## config.mk

```make
export PLATFORM = sky130hd
export DESIGN_NAME = regwr_arbiter
export DESIGN_NICKNAME = d
export VERILOG_FILES = /design/src/rtl/regwr_pkg.sv /design/src/rtl/regwr_arbiter_rr.sv /design/src/rtl/regwr_arbiter.sv
export SDC_FILE = /design/constraint.sdc
export NUM_CORES = 1
export LEC_CHECK = 0
export ABC_AREA = 1
export BUFFER_PORTS_ARGS = -buffer_cell sky130_fd_sc_hd__buf_2
export CELL_PAD_IN_SITES_DETAIL_PLACEMENT = 0
export CELL_PAD_IN_SITES_GLOBAL_PLACEMENT = 1
export CORE_MARGIN = 1
export CORE_UTILIZATION = 29
export CTS_CLUSTER_DIAMETER = 200
export CTS_CLUSTER_SIZE = 16
export DETAILED_ROUTE_END_ITERATION = 7
export GPL_ROUTABILITY_DRIVEN = 0
export PLACE_DENSITY = 0.91
export SYNTH_ARGS = -nofsm -noshare
export SYNTH_HDL_FRONTEND = slang
export SYNTH_HIERARCHICAL = 1
export SYNTH_SLANG_ARGS = --single-unit
```

## constraint.sdc

```tcl
create_clock -name clk_i -period 5.5 [get_ports clk_i]
set_clock_uncertainty 0.2 [all_clocks]
set_input_delay 1.1 -clock clk_i [delete_from_list [all_inputs] [get_ports clk_i]]
set_output_delay 1.1 -clock clk_i [all_outputs]
set_load 0.005 [all_outputs]
```

## src/rtl/regwr_pkg.sv

```systemverilog
// Shared register-file constants and types for the writeback path and decode.
package regwr_pkg;

    localparam int AW       = 4;
    localparam int DW       = 8;
    localparam int NREGS    = 16;
    localparam int NREQ_MAX = 8;

    typedef logic [AW-1:0] reg_addr_t;
    typedef logic [DW-1:0] reg_data_t;

    // Round-robin successor of a granted index, wrapping at n.
    function automatic int unsigned rr_next(input int unsigned idx, input int unsigned n);
        rr_next = ((idx + 32'd1) >= n) ? 32'd0 : (idx + 32'd1);
    endfunction

endpackage

```

## src/rtl/regwr_arbiter_rr.sv

```systemverilog
// Purely combinational round-robin arbiter: search starts at ptr_i and wraps.
// The pointer register lives with the caller so this block can be reused.
module rr_arbiter #(
    parameter int N  = 4,
    parameter int IW = (N > 1) ? $clog2(N) : 1
) (
    input  logic [N-1:0]  req_i,
    input  logic [IW-1:0] ptr_i,
    output logic [N-1:0]  gnt_o,
    output logic [IW-1:0] gnt_idx_o,
    output logic          gnt_any_o
);

    logic [IW:0]   sum_s;
    logic [IW-1:0] idx_s;
    logic          hit_s;
    logic          found_s;

    // Walk the N candidates in priority order; the first valid one wins.
    always_comb begin
        gnt_o     = '0;
        gnt_idx_o = '0;
        found_s   = 1'b0;
        sum_s     = '0;
        idx_s     = '0;
        hit_s     = 1'b0;
        for (int k = 0; k < N; k++) begin
            sum_s = {1'b0, ptr_i} + (IW+1)'(k);
            sum_s = (sum_s >= (IW+1)'(N)) ? (sum_s - (IW+1)'(N)) : sum_s;
            idx_s = sum_s[IW-1:0];
            hit_s = req_i[idx_s] & ~found_s;
            gnt_o[idx_s] = hit_s;
            gnt_idx_o    = hit_s ? idx_s : gnt_idx_o;
            found_s      = found_s | hit_s;
        end
        gnt_any_o = found_s;
    end

endmodule

```

## src/rtl/regwr_arbiter.sv

```systemverilog
// Round-robin arbitration of writeback sources onto the single register-file
// write port. Define REGWR_BYPASS_EN to forward the in-flight write to the reads.
module regwr_arbiter
    import regwr_pkg::*;
#(
    parameter int NREQ = 4
) (
    input  logic               clk_i,
    input  logic               rst_i,
    input  logic               hold_i,
    input  logic [NREQ-1:0]    req_valid_i,
    input  logic [AW*NREQ-1:0] req_dst_i,
    input  logic [DW*NREQ-1:0] req_data_i,
    output logic [NREQ-1:0]    req_ready_o,
    output logic               wr_we_o,
    output logic [AW-1:0]      wr_dst_o,
    output logic [DW-1:0]      wr_data_o,
    input  logic [AW-1:0]      rd_src0_i,
    input  logic [AW-1:0]      rd_src1_i,
    input  logic [DW-1:0]      rf_data0_i,
    input  logic [DW-1:0]      rf_data1_i,
    output logic [DW-1:0]      byp_data0_o,
    output logic [DW-1:0]      byp_data1_o
);

    localparam int PW = (NREQ > 1) ? $clog2(NREQ) : 1;

    logic [PW-1:0]   ptr_q, ptr_d;
    logic            wr_we_q, wr_we_d;
    reg_addr_t       wr_dst_q, wr_dst_d;
    reg_data_t       wr_data_q, wr_data_d;

    logic [NREQ-1:0] arb_req_s;
    logic [NREQ-1:0] gnt_s;
    logic [PW-1:0]   gnt_idx_s;
    logic            gnt_any_s;
    reg_addr_t       dst_arr_s  [NREQ];
    reg_data_t       data_arr_s [NREQ];

    for (genvar i = 0; i < NREQ; i++) begin : g_slice
        assign dst_arr_s[i]  = req_dst_i[i*AW +: AW];
        assign data_arr_s[i] = req_data_i[i*DW +: DW];
    end

    // Masking at the arbiter input guarantees no grant during reset or freeze.
    assign arb_req_s = (rst_i || hold_i) ? '0 : req_valid_i;

    rr_arbiter #(
        .N  (NREQ),
        .IW (PW)
    ) u_rr (
        .req_i     (arb_req_s),
        .ptr_i     (ptr_q),
        .gnt_o     (gnt_s),
        .gnt_idx_o (gnt_idx_s),
        .gnt_any_o (gnt_any_s)
    );

    assign req_ready_o = gnt_s;

    // Next-state: a grant loads the write stage and advances the pointer.
    always_comb begin
        ptr_d     = ptr_q;
        wr_we_d   = 1'b0;
        wr_dst_d  = wr_dst_q;
        wr_data_d = wr_data_q;
        if (gnt_any_s) begin
            ptr_d     = PW'(rr_next(32'(gnt_idx_s), 32'(NREQ)));
            wr_we_d   = 1'b1;
            wr_dst_d  = dst_arr_s[gnt_idx_s];
            wr_data_d = data_arr_s[gnt_idx_s];
        end else begin
            ptr_d     = ptr_q;
            wr_we_d   = 1'b0;
        end
    end

    // Pointer and write-stage registers.
    always_ff @(posedge clk_i) begin
        if (rst_i) begin
            ptr_q     <= '0;
            wr_we_q   <= 1'b0;
            wr_dst_q  <= '0;
            wr_data_q <= '0;
        end else begin
            ptr_q     <= ptr_d;
            wr_we_q   <= wr_we_d;
            wr_dst_q  <= wr_dst_d;
            wr_data_q <= wr_data_d;
        end
    end

    assign wr_we_o   = wr_we_q;
    assign wr_dst_o  = wr_dst_q;
    assign wr_data_o = wr_data_q;

`ifdef REGWR_BYPASS_EN
    assign byp_data0_o = (wr_we_q && (wr_dst_q == rd_src0_i)) ? wr_data_q : rf_data0_i;
    assign byp_data1_o = (wr_we_q && (wr_dst_q == rd_src1_i)) ? wr_data_q : rf_data1_i;
`else
    // Without forwarding the read addresses are not needed here.
    logic unused_rd_src_s;
    assign unused_rd_src_s = ^{rd_src0_i, rd_src1_i};
    assign byp_data0_o     = rf_data0_i;
    assign byp_data1_o     = rf_data1_i;
`endif

endmodule
```

# == Yosys cells after proc, flatten, opt, wreduce, memory -nomap -nowiden ==
# Index checks and enable logic that the tools add are counted.
# classes
reduce_logical,5
n_addsub,8
muxes,36
order_cmp,14
bitwise,11
# op_table
op,n
$mux 2,9
$bmux 8 s2,1
$mux 8,2
$ge 3x3->1 const B,5
$bwmux 4,3
$lt 2x3->1 const B,4
$mux 4,3
$mux 1,9
$bmux 1 s2,4
$bmux 4 s2,1
$demux 1 s2,4
$ge 2x1->1 const B,4
$sub 2x1->2 const B,4
$add 2x1->3 const B,2
$add 2x2->3 const B,2
$and 4x4->4,1
$logic_and 1x1->1,4
$and 1x1->1,3
$ge 2x3->1 const B,1
$not 1->1,3
$not 2->3,1
$or 1x1->1,3
$logic_or 1x1->1,1
# word_totals
word_cells,78
input_bits,79
output_inout_bits,33
regBits,15

# == Logic depth before layout (Yosys ltp) ==
# logic_depth
depth_word,17
depth_mapped,18
mapped_depth_nobuf,16

# == By module ==
# Netlist, hierarchy kept.
# modules_own_cells
module,seq_area_each_um2,n_inst,cells_per_inst,area_each_um2
regwr_arbiter,300.3,1,170,1191.1
rr_arbiter,0.0,1,94,481.7

# == Worst setup path after synthesis ==
# OpenSTA, ideal clock, no wires.
# synth_timing
path_type,input -> output
from,input port hold_i
to,output port req_ready_o[1]
setup_slack_ns,1.957
path_stages,10
arrival_time_ns,2.243
path_cell_list,or2_2 nor2_1 inv_1 nand2_1 nand2_2 o21ai_4 inv_2 nor2_2 nand2_1 nand3_1
# synth_via
elab_chain_cells,13
# synth_lines
element,line,rtl
"start, declared",regwr_arbiter.sv:10,"input logic hold_i,"
$logic_or 1x1->1 (*),regwr_arbiter.sv:46,assign arb_req_s = (rst_i || hold_i) ? '0 : req_valid_i;
$mux 4 (*),regwr_arbiter.sv:46,
named net arb_req_s[3],regwr_arbiter.sv:33,logic [NREQ-1:0] arb_req_s;
$bmux 1 s2,regwr_arbiter_rr.sv:31,hit_s = req_i[idx_s] & ~found_s;
$mux 1 (implied by the code),regwr_arbiter_rr.sv:31,
$not 1->1,regwr_arbiter_rr.sv:31,
$and 1x1->1,regwr_arbiter_rr.sv:31,
$or 1x1->1,regwr_arbiter_rr.sv:34,found_s = found_s | hit_s;
$not 1->1,regwr_arbiter_rr.sv:31,
$and 1x1->1,regwr_arbiter_rr.sv:31,
$or 1x1->1,regwr_arbiter_rr.sv:34,
$not 1->1,regwr_arbiter_rr.sv:31,
$and 1x1->1,regwr_arbiter_rr.sv:31,
$bwmux 4 (*),regwr_arbiter_rr.sv:32,gnt_o[idx_s] = hit_s;
"end, declared",regwr_arbiter.sv:14,"output logic [NREQ-1:0] req_ready_o,"
# The timed path passes the listed nets; every way through them passes the cells marked *. The select of a mux whose other input is x is not followed.

# == Worst setup path after layout ==
# layout_timing
from,input port rst_i
to,register wr_dst_q[1] (netlist: wr_dst_o[1])
# layout_via
elab_chain_cells,17
# layout_lines
element,line,rtl
"start, declared",regwr_arbiter.sv:9,"input logic rst_i,"
$logic_or 1x1->1 (*),regwr_arbiter.sv:46,
$mux 4 (*),regwr_arbiter.sv:46,
named net arb_req_s[3],regwr_arbiter.sv:33,
$bmux 1 s2,regwr_arbiter_rr.sv:31,
$mux 1 (implied by the code),regwr_arbiter_rr.sv:31,
$not 1->1,regwr_arbiter_rr.sv:31,
$and 1x1->1,regwr_arbiter_rr.sv:31,
$or 1x1->1,regwr_arbiter_rr.sv:34,
[2 not listed],n/a,
$or 1x1->1,regwr_arbiter_rr.sv:34,
$not 1->1,regwr_arbiter_rr.sv:31,
$and 1x1->1,regwr_arbiter_rr.sv:31,
$mux 2 (*),regwr_arbiter_rr.sv:33,gnt_idx_o = hit_s ? idx_s : gnt_idx_o;
named net gnt_idx_s[0],regwr_arbiter.sv:35,logic [PW-1:0] gnt_idx_s;
$not 2->3 (implied by the code) (*),regwr_arbiter.sv:70,wr_dst_d = dst_arr_s[gnt_idx_s];
$bmux 4 s2 (*),regwr_arbiter.sv:70,
$mux 4 (implied by the code) (*) (2 in series),regwr_arbiter.sv:70,
"end signal, assigned",regwr_arbiter.sv:88,wr_dst_q <= wr_dst_d;
"end, declared",regwr_arbiter.sv:30,"reg_addr_t wr_dst_q, wr_dst_d;"
# Marked as above.
# A chain may end at the register's enable or synchronous reset.

==> summary.txt <==
Synth
  – Synth area leaders: dfxtp_1, nand2_1, nand3_1
  – Yosys top cell area share: 0.180
  – Yosys reg bits: 15
  – Number of distinct library cells after synthesis: 30
  – Post-synth top area cell: dfxtp_1
  – Cells after Synth: 264
  – Sequential share of the synthesized area: 0.180
  – Synth warnings: 6
  – Synth Cell Area: 1670 um^2
  – Avg Cell Area, Syn: 6.34 um^2
  – Syn nets: 348

Power and ir drop
  – P_int: 0.000610 W
  – P_sw: 0.000832 W
  – Clock Power Share: 0.062
  – Sw Ratio: 0.577
  – P per Cell Area: 740 nW/um^2
  – Pleak: 1.06 nW
  – Part of the power in registers: 0.134
  – Combinational share of power: 0.804
  – Peak supply drop: 0.351 mV

GRT
  – GRT busiest layer: met2
  – GRT met2 Usage: 0.235
  – Global-route wire length before repair: 6.68 mm
  – Antenna violations before repair: 0
  – GR Overflow Total: 0
  – Met3 Use GR: 0.00353
  – Met1 GRT Util: 0.175
  – Total track usage: 0.134
  – Number of global-route vias before repair: 1,518
  – Largest net degree at the start of global routing: 28

Critical path
  – WP data arrival: 4050 ps
  – FF-to-FF path depth: 13
  – CP cell instances: buf_2 > or2_2 > nor2_1 > inv_1 > nand2_1 > nand3_2 > nand2_2 > inv_2 > nand2_4 > nor2_4 > nand3_1 > nand3_1 > inv_8 > nand2_1 > nand3_1 > nand2_1 > a21oi_2
  – Max FO, Critical Path: 27
  – CP max stage delay: 760 ps
  – Crit path kind: input pin to register
  – WP buf/inv: 4
  – R2r endpoint: wr_dst_o[1]
  – Crit-path slowest cell: nand3_1
  – Worst EP required: 5480 ps
  – Reg2Reg Launch Point: ptr_q[0]
  – Startpoint class of the critical path: input pin
  – Critical path's top delay family: simple AND/OR/NAND/NOR gates
  – CP Capture Type: register
  – Worst R2R Setup Slack: 1920 ps

Die
  – Core box area: 5540 um^2
  – Die height: 78.0 um
  – Initial Util: 0.302
  – FP Rows: 27
  – Die X: 78.0 um
  – I/O Pins: 112
  – Die ar.: 6080 um^2

Clock tree
  – Clock Sinks: 15
  – Hold buffers post-CTS: 0
  – Setup bufs post-CTS: 0
  – PostCTS Resize Cnt: 0
  – Worst-path clk slew: 60 ps
  – Max clock buf depth: 2
  – H-tree depth: 1
  – TritonCTS clock tree: built
  – Total CTS buffers: 3
  – Clock latency at the later pin of the worst-skew pair: 250 ps
  – Root buf cell: clkbuf_8

Route
  – Vias/cell: 4.45
  – # DRC: 0
  – Wirelength per Cell: 10.5 um
  – Iter 0 DRT Violations: 46
  – Final WL: 4.04 mm
  – ANT nets after route: 0
  – Vias: 1,709
  – Drt pass-1 iters: 4

Hold path
  – Worst Min Path Start: wr_data_o[2]
  – Hold Path Sink: wr_data_o[2]
  – Hold Path Class: register to register
  – Hold depth: 2

STA
  – Period utilization: 0.741
  – Crit path time final: 4070 ps
  – Final Hold Vio Count: 0
  – Slew @ Worst Pin: 1090 ps
  – RSZ-0062 raised after global routing: no
  – Maximum clock rate: 245 MHz
  – Final TNS setup: 0 ps
  – Slew margin rel.: 0.268
  – Final slew viol count: 0
  – Final setup fails: 0

Place
  – HPWL after DPL: 3.13 mm
  – Buffers on Ports: 71

Finish
  – Area Growth Syn to Fin: 16.5%
  – Highest-count cells in the layout ignoring fill and taps: nand2_1, buf_2, nand3_1, inv_1, o21ai_0
  – N_diodes: 0
  – Commonest non-fill, non-tap cell in the layout: nand2_1
  – Fin util: 0.352
  – Layout cells sized above 1: 0.385
  – Nets: 397

Job
  – # Max-Cap Violations: 0

Status
  – Status: finished, final reports clean
==> per-stage QoR <==
stage	hold WS, ps	setup WS, ps	cell area [um^2]	std cells	power [W]
after floorplan	314	1960	1670	264	0.00123
after global placement	301	1170	1900	380	0.00135
after detailed placement	305	1140	1900	380	0.00136
after CTS	327	1380	1950	384	0.00146
after global routing	351	1040	1950	384	0.00162
final	324	1430	1950	384	0.00144
==> state kept, by name, summed over array words and instances, names as in the netlist <==
name / flops
ptr_q: 2
wr_dst_o: 4
wr_we_o: 1
wr_data_o: 8
==> cell type report <==
class | instances | area, um^2
clock buffer | 3 | 41.3
timing repair buffer | 72 | 363
sequential | 15 | 300
fill | 631 | 3590
inverter | 26 | 105
tap | 72 | 90.1
multi-input combinational | 195 | 1040
clock inverter | 1 | 5.00
==> worst reg2reg max path, cell delays in order (launching register included) <==
cell and delay [ps]:
dfxtp_1 530, inv_2 160, ha_1 380, inv_1 90, nand3_1 90, nand2_2 150, nor2_1 100, a21oi_1 130
nand3_1 780, inv_8 490, nand2_1 90, nand3_1 70, nand2_1 110, a21oi_2 150
==> worst max-delay path by stage <==
stage	from	to	depth (start not counted)
global route	rst_i	wr_data_o[6]	17
floorplan	hold_i	req_ready_o[1]	10
global placement	rst_i	wr_dst_o[0]	17
finish	rst_i	wr_dst_o[1]	17
CTS	rst_i	ptr_q[0]	16
detailed placement	rst_i	ptr_q[0]	16
==> Yosys cell counts <==
cell type and count:
ha_1 5, nand2_2 13, o21ai_0 18, nand3_1 30, o21ai_1 1, buf_6 3, nor3_1 1, a21oi_2 9
buf_8 1, or2_2 1, nor2_1 15, nand4_1 2, dfxtp_1 15, nor2_4 1, nand2_1 76, a31oi_1 1
nand2b_1 1, clkbuf_1 3, nand3_2 11, buf_4 17, inv_2 4, inv_8 1, a21oi_1 5, nand2_4 2
a21boi_0 1, inv_1 21, o21ai_4 1, nor2_2 1, buf_2 3, buf_12 1
==> layer usage <==
metal  share of wire  routed length (um)
met3           0.051                 204
met1            0.48                1920
met4           0.014                  55
met2            0.46                1860
met5               0                   0
==> power by group through the flow <==
| stage | registers, W | clock network [W] | logic (W) |
|---|---|---|---|
| 5_1_grt | 0.000198 | 0.0000942 | 0.00133 |
| 3_5_place_dp | 0.000196 | 0 | 0.00117 |
| 6_report | 0.000194 | 0.0000895 | 0.00116 |
| 3_3_place_gp | 0.000194 | 0 | 0.00115 |
| 4_1_cts | 0.000194 | 0.0000915 | 0.00117 |
| 2_1_floorplan | 0.000194 | 0 | 0.00104 |
==> kinds of logic (layout without fill, tap and decap cells) <==
family,after synthesis,count (layout),synth area share
AND/OR/NAND/NOR,154,154,0.450
buffers and inverters,54,102,0.196
AO/OA/AOI/OAI,36,36,0.137
flip-flops,15,15,0.180
adder cells (fa/ha/maj),5,5,0.0374
Note: power is estimated with default switching activity, not from simulation.
